### src/rtl/exu_seq_ctrl_if.sv
// Handshake bundle for the execute-stage sequencer: the IDU op channel,
// the mul/div start/done channel and the WBU result channel.
interface exu_seq_ctrl_if #(
    parameter int XLEN = 32,
    parameter int RD_W = 5
);
    // IDU -> EXU op channel
    logic            in_valid;
    logic            in_ready;
    logic [1:0]      in_op_class;
    logic [RD_W-1:0] in_rd;
    logic            in_wen;

    // EXU <-> iterative mul/div unit
    logic            md_start;
    logic            md_done;
    logic [XLEN-1:0] md_result;

    // EXU -> WBU result channel
    logic            out_valid;
    logic            out_ready;
    logic [XLEN-1:0] out_result;
    logic [RD_W-1:0] out_rd;
    logic            out_wen;

    // Sequencer view
    modport slave (
        input  in_valid, in_op_class, in_rd, in_wen,
        input  md_done, md_result,
        input  out_ready,
        output in_ready, md_start,
        output out_valid, out_result, out_rd, out_wen
    );

    // Environment view (IDU, mul/div unit and WBU together)
    modport master (
        output in_valid, in_op_class, in_rd, in_wen,
        output md_done, md_result,
        output out_ready,
        input  in_ready, md_start,
        input  out_valid, out_result, out_rd, out_wen
    );
endinterface

### src/rtl/exu_seq_ctrl.sv
// Execute-stage sequencing controller. Accepts one op at a time from the
// IDU, runs it on the single-cycle ALU or the iterative mul/div unit, holds
// the result for the WBU, and turns ebreak into a halt that only reset clears.
module exu_seq_ctrl #(
    parameter int XLEN       = 32,
    parameter int RD_W       = 5,
    parameter int MD_TIMEOUT = 64
) (
    input  logic            clk,
    input  logic            rst_n,
    exu_seq_ctrl_if.slave   bus,
    output logic            op_latch_en,
    input  logic [XLEN-1:0] alu_result,
    output logic            md_err,
    output logic            halt
);

    localparam int CNT_W = (MD_TIMEOUT > 2) ? $clog2(MD_TIMEOUT) : 1;
    localparam logic [CNT_W-1:0] CNT_LAST = CNT_W'(MD_TIMEOUT - 1);

    typedef enum logic [2:0] {
        ST_IDLE,
        ST_EXEC,
        ST_MDWAIT,
        ST_OUT,
        ST_HALT
    } state_t;

    state_t            state_q, state_d;
    logic [CNT_W-1:0]  cnt_q, cnt_d;
    logic [XLEN-1:0]   result_q, result_d;
    logic [RD_W-1:0]   rd_q, rd_d;
    logic              wen_q, wen_d;
    logic              md_err_q, md_err_d;
    logic              in_ready;
    logic              accept;

    // Next-state and handshake logic; the wait counter doubles as the
    // "first MDWAIT cycle" marker because it is zero exactly on entry.
    always_comb begin
        state_d  = state_q;
        cnt_d    = cnt_q;
        result_d = result_q;
        rd_d     = rd_q;
        wen_d    = wen_q;
        md_err_d = md_err_q;

        in_ready = (state_q == ST_IDLE) || ((state_q == ST_OUT) && bus.out_ready);
        accept   = bus.in_valid && in_ready;

        case (state_q)
            ST_IDLE: begin
                state_d = ST_IDLE;
            end
            ST_EXEC: begin
                result_d = alu_result;
                state_d  = ST_OUT;
            end
            ST_MDWAIT: begin
                if (bus.md_done) begin
                    result_d = bus.md_result;
                    cnt_d    = '0;
                    state_d  = ST_OUT;
                end else if (cnt_q == CNT_LAST) begin
                    result_d = '0;
                    wen_d    = 1'b0;
                    md_err_d = 1'b1;
                    cnt_d    = '0;
                    state_d  = ST_OUT;
                end else begin
                    cnt_d = cnt_q + 1'b1;
                end
            end
            ST_OUT: begin
                if (bus.out_ready) begin
                    state_d = ST_IDLE;
                end
            end
            ST_HALT: begin
                state_d = ST_HALT;
            end
            default: begin
                state_d = ST_IDLE;
            end
        endcase

        if (accept) begin
            rd_d  = bus.in_rd;
            wen_d = bus.in_wen;
            case (bus.in_op_class)
                2'd1:    state_d = ST_MDWAIT;
                2'd2:    state_d = ST_HALT;
                default: state_d = ST_EXEC;
            endcase
        end
    end

    // State, counter and held-result registers
    always_ff @(posedge clk or negedge rst_n) begin
        if (!rst_n) begin
            state_q  <= ST_IDLE;
            cnt_q    <= '0;
            result_q <= '0;
            rd_q     <= '0;
            wen_q    <= 1'b0;
            md_err_q <= 1'b0;
        end else begin
            state_q  <= state_d;
            cnt_q    <= cnt_d;
            result_q <= result_d;
            rd_q     <= rd_d;
            wen_q    <= wen_d;
            md_err_q <= md_err_d;
        end
    end

    assign op_latch_en    = accept;
    assign bus.in_ready   = in_ready;
    assign bus.md_start   = (state_q == ST_MDWAIT) && (cnt_q == '0);
    assign bus.out_valid  = (state_q == ST_OUT);
    assign bus.out_result = result_q;
    assign bus.out_rd     = rd_q;
    assign bus.out_wen    = wen_q;
    assign md_err         = md_err_q;
    assign halt           = (state_q == ST_HALT);

endmodule

### src/flat_wrapper.sv
// flat-port wrapper written by rule: the top's interface ports become plain ports
module exu_seq_ctrl_flat 
#(
    parameter int XLEN       = 32,
    parameter int RD_W       = 5,
    parameter int MD_TIMEOUT = 64
)
  (clk, rst_n, op_latch_en, alu_result, md_err, halt, bus_in_valid, bus_in_op_class, bus_in_rd, bus_in_wen, bus_md_done, bus_md_result, bus_out_ready, bus_in_ready, bus_md_start, bus_out_valid, bus_out_result, bus_out_rd, bus_out_wen);
  exu_seq_ctrl_if #(.XLEN(XLEN), .RD_W(RD_W)) bus_i ();
  input  logic clk;
  input  logic rst_n;
  output logic op_latch_en;
  input  logic [XLEN-1:0] alu_result;
  output logic md_err;
  output logic halt;
  input wire logic [$bits(bus_i.in_valid)-1:0] bus_in_valid;
  input wire logic [$bits(bus_i.in_op_class)-1:0] bus_in_op_class;
  input wire logic [$bits(bus_i.in_rd)-1:0] bus_in_rd;
  input wire logic [$bits(bus_i.in_wen)-1:0] bus_in_wen;
  input wire logic [$bits(bus_i.md_done)-1:0] bus_md_done;
  input wire logic [$bits(bus_i.md_result)-1:0] bus_md_result;
  input wire logic [$bits(bus_i.out_ready)-1:0] bus_out_ready;
  output wire logic [$bits(bus_i.in_ready)-1:0] bus_in_ready;
  output wire logic [$bits(bus_i.md_start)-1:0] bus_md_start;
  output wire logic [$bits(bus_i.out_valid)-1:0] bus_out_valid;
  output wire logic [$bits(bus_i.out_result)-1:0] bus_out_result;
  output wire logic [$bits(bus_i.out_rd)-1:0] bus_out_rd;
  output wire logic [$bits(bus_i.out_wen)-1:0] bus_out_wen;
  assign bus_i.in_valid = bus_in_valid;
  assign bus_i.in_op_class = bus_in_op_class;
  assign bus_i.in_rd = bus_in_rd;
  assign bus_i.in_wen = bus_in_wen;
  assign bus_i.md_done = bus_md_done;
  assign bus_i.md_result = bus_md_result;
  assign bus_i.out_ready = bus_out_ready;
  assign bus_in_ready = bus_i.in_ready;
  assign bus_md_start = bus_i.md_start;
  assign bus_out_valid = bus_i.out_valid;
  assign bus_out_result = bus_i.out_result;
  assign bus_out_rd = bus_i.out_rd;
  assign bus_out_wen = bus_i.out_wen;
  exu_seq_ctrl #(.XLEN(XLEN), .RD_W(RD_W), .MD_TIMEOUT(MD_TIMEOUT)) u_core (.clk(clk), .rst_n(rst_n), .bus(bus_i), .op_latch_en(op_latch_en), .alu_result(alu_result), .md_err(md_err), .halt(halt));
endmodule
### config.mk
export PLATFORM = sky130hd
export DESIGN_NAME = exu_seq_ctrl_flat
export DESIGN_NICKNAME = d
export VERILOG_FILES = /design/src/rtl/exu_seq_ctrl_if.sv /design/src/rtl/exu_seq_ctrl.sv /design/src/flat_wrapper.sv
export SDC_FILE = /design/constraint.sdc
export NUM_CORES = 1
export LEC_CHECK = 0
export CORE_MARGIN = 2
export CORE_UTILIZATION = 38
export DETAILED_ROUTE_END_ITERATION = 10
export PLACE_DENSITY_LB_ADDON = 0.12
export RECOVER_POWER = 25
export SYNTH_ARGS = -nofsm -noshare
export SYNTH_HDL_FRONTEND = slang
export SYNTH_SLANG_ARGS = --single-unit
### constraint.sdc
create_clock -name clk -period 1.8 [get_ports clk]
set_input_delay 0.45 -clock clk [delete_from_list [all_inputs] [get_ports clk]]
set_output_delay 0.45 -clock clk [all_outputs]
set_load 0.02 [all_outputs]
==> run_results.csv, run 1 <==
group,metric,value,unit
clock_tree,clk_latency,0.30,ns
layout,fin_cells,503,
sta,worstMarginPinSlew,1.39,ns
placed_design,gp_congestion,0.798,
layout,n_antenna_cell,0,
hold_path,hold_class,"input pin to async pin",
floorplanning,rows,30,
logic_synthesis,avgSynthCellArea,10.3,um^2
power,power.share.clock,8.3,%
floorplanning,chipHeight,88.2,um
worst_setup_path,cp.required,1.35,ns
sta,fin_tns_setup,-0.160,ns
layout,area_delta_synth_final,64.4,%
floorplanning,die_area,0.00779,mm^2
detailed_routing,routed_via_density,4.70,
sta,finalCriticalPeriod,1.88,ns
global_route,grt_pass1_vias,2329,
sta,rsz0062_at_grt,"true",
clock_tree,cts.reportedPaths.clkPinSlew,0.10,ns
worst_setup_path,worst_setup_path_start_kind,"flop",
power,swShare,38.1,%
logic_synthesis,synth_cells,262,
power,peakVddDrop,0.00118,V
layout,final_nets,487,
floorplanning,core_area,0.00683,mm^2
clock_tree,clock-sinks,48,
power,comb_power_share,68.2,%
global_route,antenna_found_initial,0,
flow_run,max-cap-violations,0,
logic_synthesis,synth_cell_types,39,
worst_setup_path,crit_type,"flop to output pin",
detailed_routing,firstDrtPassIters,4,
clock_tree,numCtsBuffers,5,
detailed_routing,drt_iter0_drc,82,
placed_design,dp_slack,-0.661,ns
detailed_routing,num_vias,2363,
placed_design,portBuffers,120,
detailed_routing,wl_per_cell,14.6,um
placed_design,place_inst,486,
detailed_routing,drt-total-wl,7330,um
sta,finalHoldViolations,0,
detailed_routing,ant_nets,0,
logic_synthesis,ys_seq_elements,48,
global_route,grt_max_degree,38,
floorplanning,start_util,39.5,%
clock_tree,cts_tree,"yes",
status,status,"finished, violations left",
power,leakagePower,2.08,nW
worst_setup_path,critical_path_arrival,1.43,ns
floorplanning,ios,121,
power,p_int,5.14,mW
power,pwr-share-seq,23.5,%
clock_tree,cts_htree_levels,2,
worst_setup_path,endpoint_kind,"output pin",
logic_synthesis,synth_warnings,0,
sta,period_share,105,%
sta,holdWs,0.442,ns
clock_tree,root_buffer,"clkbuf_8",
layout,drive_above_1_share,25.1,%
sta,finClkSkew,0.0161,ns
layout,fill_cells,583,
logic_synthesis,synth_nets,343,
detailed_routing,post-route-drc-count,0,
sta,drv_slew,0,
global_route,grt_pass1_wl,11200,um
status,failed_checks,"setup timing",
power,power_density,1870,mW/mm^2
global_route,grt-ovfl-total,0,
floorplanning,die_w,88.2,um
placed_design,hpwl,4950,um
clock_tree,cts.hold.buffers_added,0,
logic_synthesis,synth_area,0.00270,mm^2
power,p_switching,3.17,mW
worst_setup_path,worstPathMaxFanout,7,
sta,setup_viol,3,
clock_tree,cts.path.max_buffers,2,
layout,utilization,64.9,%
sta,fmax,531,MHz
logic_synthesis,ys_seq_area_share,44.5,%
global_route,globalRouteTotalUtil,18.3,%
sta,setup_slack,-0.0843,ns
sta,relSlewSlack,7.53,%
[critical path, cell delays in order, from the launching register on]
cell      delay (ns)
dfrtp_2         0.47
or2_4           0.27
a211oi_4        0.25
buf_6           0.15
[synthesized netlist by cell type]
library cell | count | area (um^2)
ha_1 | 4 | 50.1
mux2i_1 | 1 | 10.0
buf_2 | 3 | 15.0
o22ai_1 | 1 | 6.26
o21ai_2 | 1 | 8.76
and2_1 | 1 | 6.26
or3b_1 | 1 | 8.76
nor3b_1 | 2 | 15.0
nand2_2 | 1 | 6.26
a21o_1 | 1 | 7.51
o21bai_1 | 1 | 7.51
clkbuf_1 | 4 | 15.0
buf_6 | 10 | 113
dfrtp_1 | 48 | 1200
a22oi_1 | 1 | 7.51
nor3_1 | 2 | 10.0
nand3b_1 | 1 | 7.51
nor2_1 | 6 | 22.5
inv_1 | 8 | 30.0
a211oi_4 | 1 | 20.0
mux2_2 | 7 | 78.8
nor3b_4 | 1 | 18.8
xor2_1 | 1 | 8.76
a22o_1 | 1 | 8.76
nand4_2 | 1 | 12.5
o22ai_2 | 1 | 12.5
nor4_1 | 2 | 12.5
nand2b_1 | 1 | 6.26
a21oi_1 | 4 | 20.0
nand3_1 | 35 | 175
o21ai_1 | 2 | 10.0
or2_4 | 1 | 8.76
mux2_4 | 30 | 450
or2_2 | 1 | 6.26
o21ai_0 | 2 | 10.0
o31ai_1 | 1 | 7.51
o221ai_1 | 1 | 8.76
and3_1 | 1 | 6.26
nand2_1 | 71 | 267
[cell usage in the layout, fill, tap and decap left out, types with 3 or more instances in the layout]
master,synthesis,final
nor2_1,6,5
mux2_2,7,7
buf_6,10,5
nand2_1,71,71
clkbuf_8,0,6
nand3_1,35,34
mux2_4,30,30
inv_1,8,8
a21oi_1,4,4
dfrtp_1,48,46
buf_12,0,3
buf_4,0,22
ha_1,4,3
clkdlybuf4s50_1,0,112
clkbuf_16,0,3
[area by class of cell]
type                       count  area (um^2)  area share (%)
sequential                    48         1200            27.2
clock inverter                 2         15.0           0.339
multi-input combinational    189         1400            31.6
tap                           96          120            2.71
timing repair buffer         154         1580            35.6
clock buffer                   6         82.6            1.86
inverter                       8         30.0           0.678
[layer usage]
layer  wire, um  part of all wire, %  GRT usage [%]  vias to the layer above
met1       3240                   44           23.4                     1123
met3        342                  4.7           3.64                        4
met2       3720                   51           32.5                       59
met4         30                 0.41           3.86                        0
met5          0                    0              0                        -
li1           -                    -              -                     1177
[power by group through the flow]
stage	combinational, mW	clock (mW)	sequential, mW
4_1_cts	5.24	0.709	1.94
3_5_place_dp	4.99	0	1.94
3_3_place_gp	4.92	0	1.93
5_1_grt	6.04	0.750	2.02
2_1_floorplan	2.74	0	2.48
6_report	5.66	0.691	1.95
[through the flow]
stage               cell area [um^2]  power, mW
finish                          4430       8.30
floorplan                       2700       5.22
CTS                             4280       7.90
global placement                4100       6.85
detailed placement              4100       6.93
global route                    4430       8.81
[state kept, by name (all words and copies together), names as in the netlist]
name and flops:
u_core.bus.out_wen 1, u_core.state_q 3, u_core.md_err 1, u_core.cnt_q 6, u_core.bus.out_rd 5, u_core.bus.out_result 32
[path summary, 6_finish.rpt]
check / start / end / slack, ns / depth (start not counted)
max reg2reg: u_core.state_q[0] / u_core.bus.out_result[22] / 0 / 6
min: rst_n / u_core.bus.out_result[17] / 0.44 / 1
min reg2reg: u_core.md_err / u_core.md_err / 0.49 / 1
max in group asynchronous: rst_n / u_core.state_q[0] / 0.18 / 2
max: u_core.state_q[1] / op_latch_en / -0.08 / 3
min in group clk: u_core.md_err / u_core.md_err / 0.49 / 1
[logic make-up after synthesis]
logic type               count (synthesis)  share of synthesized area (%)
AO/OA/AOI/OAI                           18                           5.01
XOR/XNOR                                 1                          0.325
adder cells (fa/ha/maj)                  4                           1.86
buffers and inverters                   25                           6.40
flip-flops                              48                           44.5
multiplexers                            38                           20.0
AND/OR/NAND/NOR                        128                           21.9
[repair_timing]
action / CTS / global route
buffers inserted: 2 / 3
pin swaps: 2 / 3
gates resized for setup: 37 / 14
endpoints found under the setup margin: 36 / 38
gates cloned: 1 / 3
Note: power is estimated with default switching activity, not from simulation.
==> run 2: changes to the inputs <==
- clock period: 1.8 -> 1.74 ns (I/O delays scaled with it)
==> run 2 against run 1 <==
Effect of this change: non-clock buffer count up 1; die area stayed put; sequential power grew 3%; worst setup slack got worse by 0.045 ns; clock power down 4.1%; combinational power grew 2%; clock skew fell by 0.0098 ns; the run still ends with setup timing left; total power rose by 1.9%.
==> run_results.csv, run 2 (synthesized netlist as in run 1, its figures left out) <==
group,metric,value,unit
power,p_switching,3.27,mW
hold_path,hold_class,"input pin to async pin",
worst_setup_path,crit_type,"flop to output pin",
worst_setup_path,endpoint_kind,"output pin",
clock_tree,clock-sinks,48,
layout,final_common_cell,"clkdlybuf4s50_1",
worst_setup_path,path_cells,"or2_4, a211oi_4, buf_6",
detailed_routing,routed_via_density,4.71,
status,failed_checks,"setup timing",
detailed_routing,drt_iter0_drc,89,
floorplanning,ios,121,
power,pwr-share-seq,23.7,%
worst_setup_path,cp_slowest_cell,"dfrtp_2",
sta,relSlewSlack,20.5,%
sta,setup_slack,-0.129,ns
worst_setup_path,cp.required,1.30,ns
power,p_int,5.19,mW
power,swShare,38.6,%
clock_tree,clk_latency,0.30,ns
placed_design,gp_congestion,0.777,
status,status,"finished, violations left",
clock_tree,numCtsBuffers,5,
sta,period_share,107,%
detailed_routing,firstDrtPassIters,4,
power,leakagePower,2.35,nW
power,power,8.46,mW
floorplanning,rows,30,
floorplanning,die_area,0.00779,mm^2
detailed_routing,ant_nets,0,
detailed_routing,wl_per_cell,14.8,um
sta,drv_slew,0,
worst_setup_path,r2r_slack,-0.10,ns
power,power_density,1890,mW/mm^2
clock_tree,cts_tree,"yes",
floorplanning,start_util,39.5,%
clock_tree,cts_htree_levels,2,
clock_tree,cts.reportedPaths.clkPinSlew,0.09,ns
flow_run,max-cap-violations,0,
worst_setup_path,worstPathMaxFanout,4,
global_route,antenna_found_initial,0,
layout,final_nets,488,
global_route,grt_pass1_wl,10900,um
floorplanning,chipHeight,88.2,um
sta,setup_viol,36,
worst_setup_path,critical_path_arrival,1.43,ns
sta,finClkSkew,0.00626,ns
clock_tree,cts.path.max_buffers,2,
floorplanning,core_area,0.00683,mm^2
sta,holdWs,0.350,ns
layout,n_antenna_cell,0,
placed_design,dp_slack,-0.678,ns
detailed_routing,post-route-drc-count,0,
detailed_routing,num_vias,2372,
sta,fmax,535,MHz
global_route,grt_max_degree,41,
worst_setup_path,worst_setup_path_start_kind,"flop",
clock_tree,root_buffer,"clkbuf_8",
layout,largest_reg_flops,32,
placed_design,portBuffers,120,
layout,area_delta_synth_final,66.2,%
global_route,grt-ovfl-total,0,
placed_design,hpwl,4920,um
sta,rsz0062_at_grt,"true",
layout,drive_above_1_share,25.2,%
power,peakVddDrop,0.00119,V
worst_setup_path,slowest_delay,0.45,ns
worst_setup_path,critical_path.top_delay_family,"flip-flops",
global_route,grt_pass1_vias,2286,
placed_design,place_inst,484,
sta,finalCriticalPeriod,1.87,ns
power,comb_power_share,68.5,%
sta,finalHoldViolations,0,
layout,layout.cells.most_common_list,"clkdlybuf4s50_1, nand2_1, dfrtp_1",
power,power.share.clock,7.8,%
global_route,globalRouteTotalUtil,17.8,%
worst_setup_path,worst-path-buf-inv,1,
sta,worstMarginPinSlew,1.19,ns
layout,fin_cells,504,
detailed_routing,drt-total-wl,7440,um
floorplanning,die_w,88.2,um
-- run 2: changes by cell type in the layout (fill, tap and decap cells not counted), sizes merged --
cell           previous run  this run
clkdlybuf4s50           112        87
dlymetal6s2s              1        23
clkinvlp                  2         0
clkinv                    0         3
dlygate4sd2               1         4
-- run 2: layout make-up --
cell class | count | area (um^2)
flip-flops and latches | 48 | 1200
inverters | 8 | 30.0
clock buffers | 5 | 68.8
well taps | 96 | 120
multi-input cells | 189 | 1400
repair buffers | 155 | 1650
fillers | 589 | 2350
clock inverters | 3 | 18.8
-- run 2: routing by layer --
metal	GRT usage [%]	part of all wire, %	routed length (um)
met3	4.76	6.3	467
met1	22.3	43	3210
met5	0	0	0
met2	30.2	49	3680
met4	5.23	1.2	92
-- run 2: repair_timing --
item / 4_1_cts / 5_1_grt
hold buffers: 0 / 0
cloned: 0 / 4
buffers inserted: 2 / 6
pin swaps: 3 / 4
gates resized for setup: 38 / 36
setup endpoints to repair: 40 / 60
-- run 2: path summary, 6_finish.rpt --
kind                                                   to  depth (start not counted)              start
worst min-delay path            u_core.bus.out_result[19]                          1              rst_n
max in group asynchronous               u_core.state_q[1]                          2              rst_n
worst max register to register  u_core.bus.out_result[30]                          7  u_core.state_q[2]
min in group clk                            u_core.md_err                          1      u_core.md_err
worst min register to register              u_core.md_err                          1      u_core.md_err
worst max-delay path                          op_latch_en                          3  u_core.state_q[0]
-- run 2: stage by stage --
stage | util (%) | TNS, ns | instance area (um^2)
after floorplan | - | -0.0152 | 2700
after global placement | 59.9 | -12.88 | 4090
after detailed placement | 59.9 | -13.64 | 4090
after CTS | 61.7 | -2.65 | 4220
after global routing | 65.6 | -4.92 | 4480
final | 65.6 | -2.59 | 4480
-- run 2: power by group through the flow --
stage,clock network (mW),logic [mW],registers (mW)
3_5_place_dp,0,5.18,2.02
6_report,0.663,5.79,2.00
4_1_cts,0.681,5.24,2.00
2_1_floorplan,0,2.84,2.57
3_3_place_gp,0,5.11,2.00
5_1_grt,0.722,6.18,2.07
==> run 3: changes to the inputs <==
- CAP_MARGIN: default -> 15
- CELL_PAD_IN_SITES_DETAIL_PLACEMENT: default -> 1
- CELL_PAD_IN_SITES_GLOBAL_PLACEMENT: default -> 2
- CORE_UTILIZATION: 38 -> 24
- SKIP_LAST_GASP: default -> 1
==> run 3 against run 2 <==
Effect of this change: the run still ends with setup timing left; design area up 7.0%; worst hold slack improved by 0.12 ns; sequential share of layout area fell by 1.8 points; fmax is 0.20% higher; total power increased by 8.8%; wire length increased by 22%; clock skew rose by 0.0033 ns; via count is 3.9% higher; critical path depth is 4 higher; worst setup slack better by 0.0037 ns; non-clock buffer count increased by 2.
==> run_results.csv, run 3 (synthesized netlist as in run 1, its figures left out) <==
group,metric,value,unit
floorplanning,rows,38,
status,failed_checks,"setup timing",
layout,final_common_cell,"clkdlybuf4s50_1",
sta,relSlewSlack,15.0,%
worst_setup_path,critical_path_arrival,2.05,ns
layout,fin_cells,550,
layout,utilization,44.1,%
worst_setup_path,worst_setup_path_start_kind,"flop",
worst_setup_path,cp_slowest_cell,"or3b_4",
detailed_routing,drt-total-wl,9070,um
clock_tree,cts_htree_levels,2,
layout,layout.cells.most_common_list,"clkdlybuf4s50_1, dfrtp_1, nand2_1",
layout,n_antenna_cell,0,
floorplanning,die_area,0.0121,mm^2
sta,period_share,107,%
detailed_routing,ant_nets,0,
layout,area_delta_synth_final,77.9,%
sta,drv_slew,0,
worst_setup_path,r2r_start,"u_core.state_q[0]",
detailed_routing,drt_iter0_drc,72,
sta,worstMarginPinSlew,1.27,ns
sta,rsz0062_at_grt,"true",
placed_design,place_inst,530,
floorplanning,ios,121,
flow_run,max-cap-violations,0,
clock_tree,cts.path.max_buffers,2,
worst_setup_path,r2r_slack,-0.13,ns
hold_path,min-delay-start,"u_core.md_err",
sta,setup_viol,39,
worst_setup_path,critical_path.top_delay_family,"simple AND/OR/NAND/NOR gates",
power,leakagePower,2.45,nW
floorplanning,core_area,0.0109,mm^2
worst_setup_path,worstPathMaxFanout,6,
global_route,grt_pass1_wl,13300,um
detailed_routing,routed_via_density,4.48,
detailed_routing,num_vias,2464,
clock_tree,clock-sinks,48,
global_route,globalRouteTotalUtil,14.3,%
global_route,grt_pass1_vias,2553,
sta,finalCriticalPeriod,1.87,ns
worst_setup_path,endpoint_kind,"flop",
hold_path,holdPathStages,1,
clock_tree,numCtsBuffers,5,
clock_tree,clk_latency,0.30,ns
placed_design,portBuffers,120,
hold_path,holdPathEnd,"u_core.md_err",
detailed_routing,firstDrtPassIters,4,
floorplanning,start_util,24.8,%
clock_tree,cts_tree,"yes",
floorplanning,die_w,110,um
power,peakVddDrop,0.000812,V
hold_path,hold_class,"flop to flop",
power,power_density,1920,mW/mm^2
global_route,antenna_found_initial,0,
placed_design,dp_slack,-0.679,ns
worst_setup_path,cp.required,1.92,ns
clock_tree,cts.reportedPaths.clkPinSlew,0.10,ns
worst_setup_path,crit_type,"flop to flop",
global_route,grt-ovfl-total,0,
sta,finalHoldViolations,0,
sta,setup_slack,-0.125,ns
status,status,"finished, violations left",
worst_setup_path,slowest_delay,0.48,ns
worst_setup_path,r2r_end,"u_core.bus.out_result[6]",
placed_design,gp_congestion,0.713,
placed_design,hpwl,5740,um
sta,finClkSkew,0.00960,ns
worst_setup_path,r2r_cells,7,
floorplanning,chipHeight,110,um
sta,fmax,536,MHz
clock_tree,root_buffer,"clkbuf_8",
layout,drive_above_1_share,33.7,%
layout,largest_reg_flops,32,
clock_tree,cts.hold.buffers_added,0,
worst_setup_path,cp_num_cells,7,
detailed_routing,post-route-drc-count,0,
worst_setup_path,worst-path-buf-inv,3,
global_route,grt_max_degree,49,
worst_setup_path,path_cells,"buf_6, buf_6, or3b_4, clkbuf_16, nand2_1, nand2_1, mux2_4",
layout,fill_cells,1211,
detailed_routing,wl_per_cell,16.5,um
layout,final_nets,490,
-- run 3: changes by cell type in the layout (fill, tap and decap cells not counted), moves of 7 or more --
cell / change
dlygate4sd2_1: +7
nand2_1: -32
nand2_4: +12
nand2_2: +19
clkdlybuf4s50_1: -7
-- run 3: metrics by stage --
step | TNS (ns) | power (mW) | cell area, um^2 | hold slack [ns]
after floorplan | -0.0152 | 5.40 | 2700 | 0.139
after global placement | -14.75 | 7.18 | 4140 | 0.454
after detailed placement | -15.20 | 7.24 | 4140 | 0.455
after CTS | -3.09 | 8.46 | 4380 | 0.120
after global routing | -5.60 | 9.82 | 4800 | 0.496
final | -3.26 | 9.20 | 4800 | 0.471
-- run 3: area by class of cell --
class | count | area, um^2 | share of cell area, %
sequential | 48 | 1200 | 25.0
inverter | 8 | 30.0 | 0.626
timing repair buffer | 157 | 1700 | 35.5
tap | 140 | 175 | 3.65
clock buffer | 8 | 90.1 | 1.88
multi-input combinational | 189 | 1600 | 33.3
-- run 3: worst reg2reg max path, delay by kind of cell (launching register included) --
family | cells | cell delay (ns)
mux | 1 | 0.26
flops | 1 | 0.43
buf+inv | 3 | 0.48
simple gates | 3 | 0.60
-- run 3: worst max-delay path by stage --
stage	to	start	slack [ns]
6_report	u_core.bus.out_result[6]	u_core.state_q[0]	-0.13
4_1_cts	op_latch_en	u_core.state_q[1]	-0.11
3_5_place_dp	op_latch_en	bus_out_ready	-0.68
3_3_place_gp	op_latch_en	bus_out_ready	-0.67
5_1_grt	u_core.bus.out_result[26]	u_core.state_q[0]	-0.18
2_1_floorplan	u_core.bus.out_rd[0]	u_core.state_q[0]	-0.003
-- run 3: metal layers --
layer / up-vias / track usage [%] / wire, um
met1: 1203 / 19.2 / 4180
met3: 6 / 3.64 / 613
met5: - / 0 / 0
met2: 73 / 23.6 / 4230
met4: 0 / 2.44 / 40
li1: 1182 / - / -
-- run 3: repair_timing --
item / 4_1_cts / 5_1_grt
setup buffers: 4 / 1
gates resized for setup: 57 / 85
endpoints found under the hold margin: 0 / 0
gates cloned: 2 / 6
pin swaps: 5 / 18
setup endpoints to repair: 49 / 64
-- run 3: power by group --
group          leakage [nW]  switching [mW]  internal [mW]  total, mW
combinational          1.82            2.92           3.56       6.48
sequential            0.586           0.335           1.68       2.02
clock                0.0455           0.377          0.325      0.703
total                  2.45            3.63           5.57       9.20
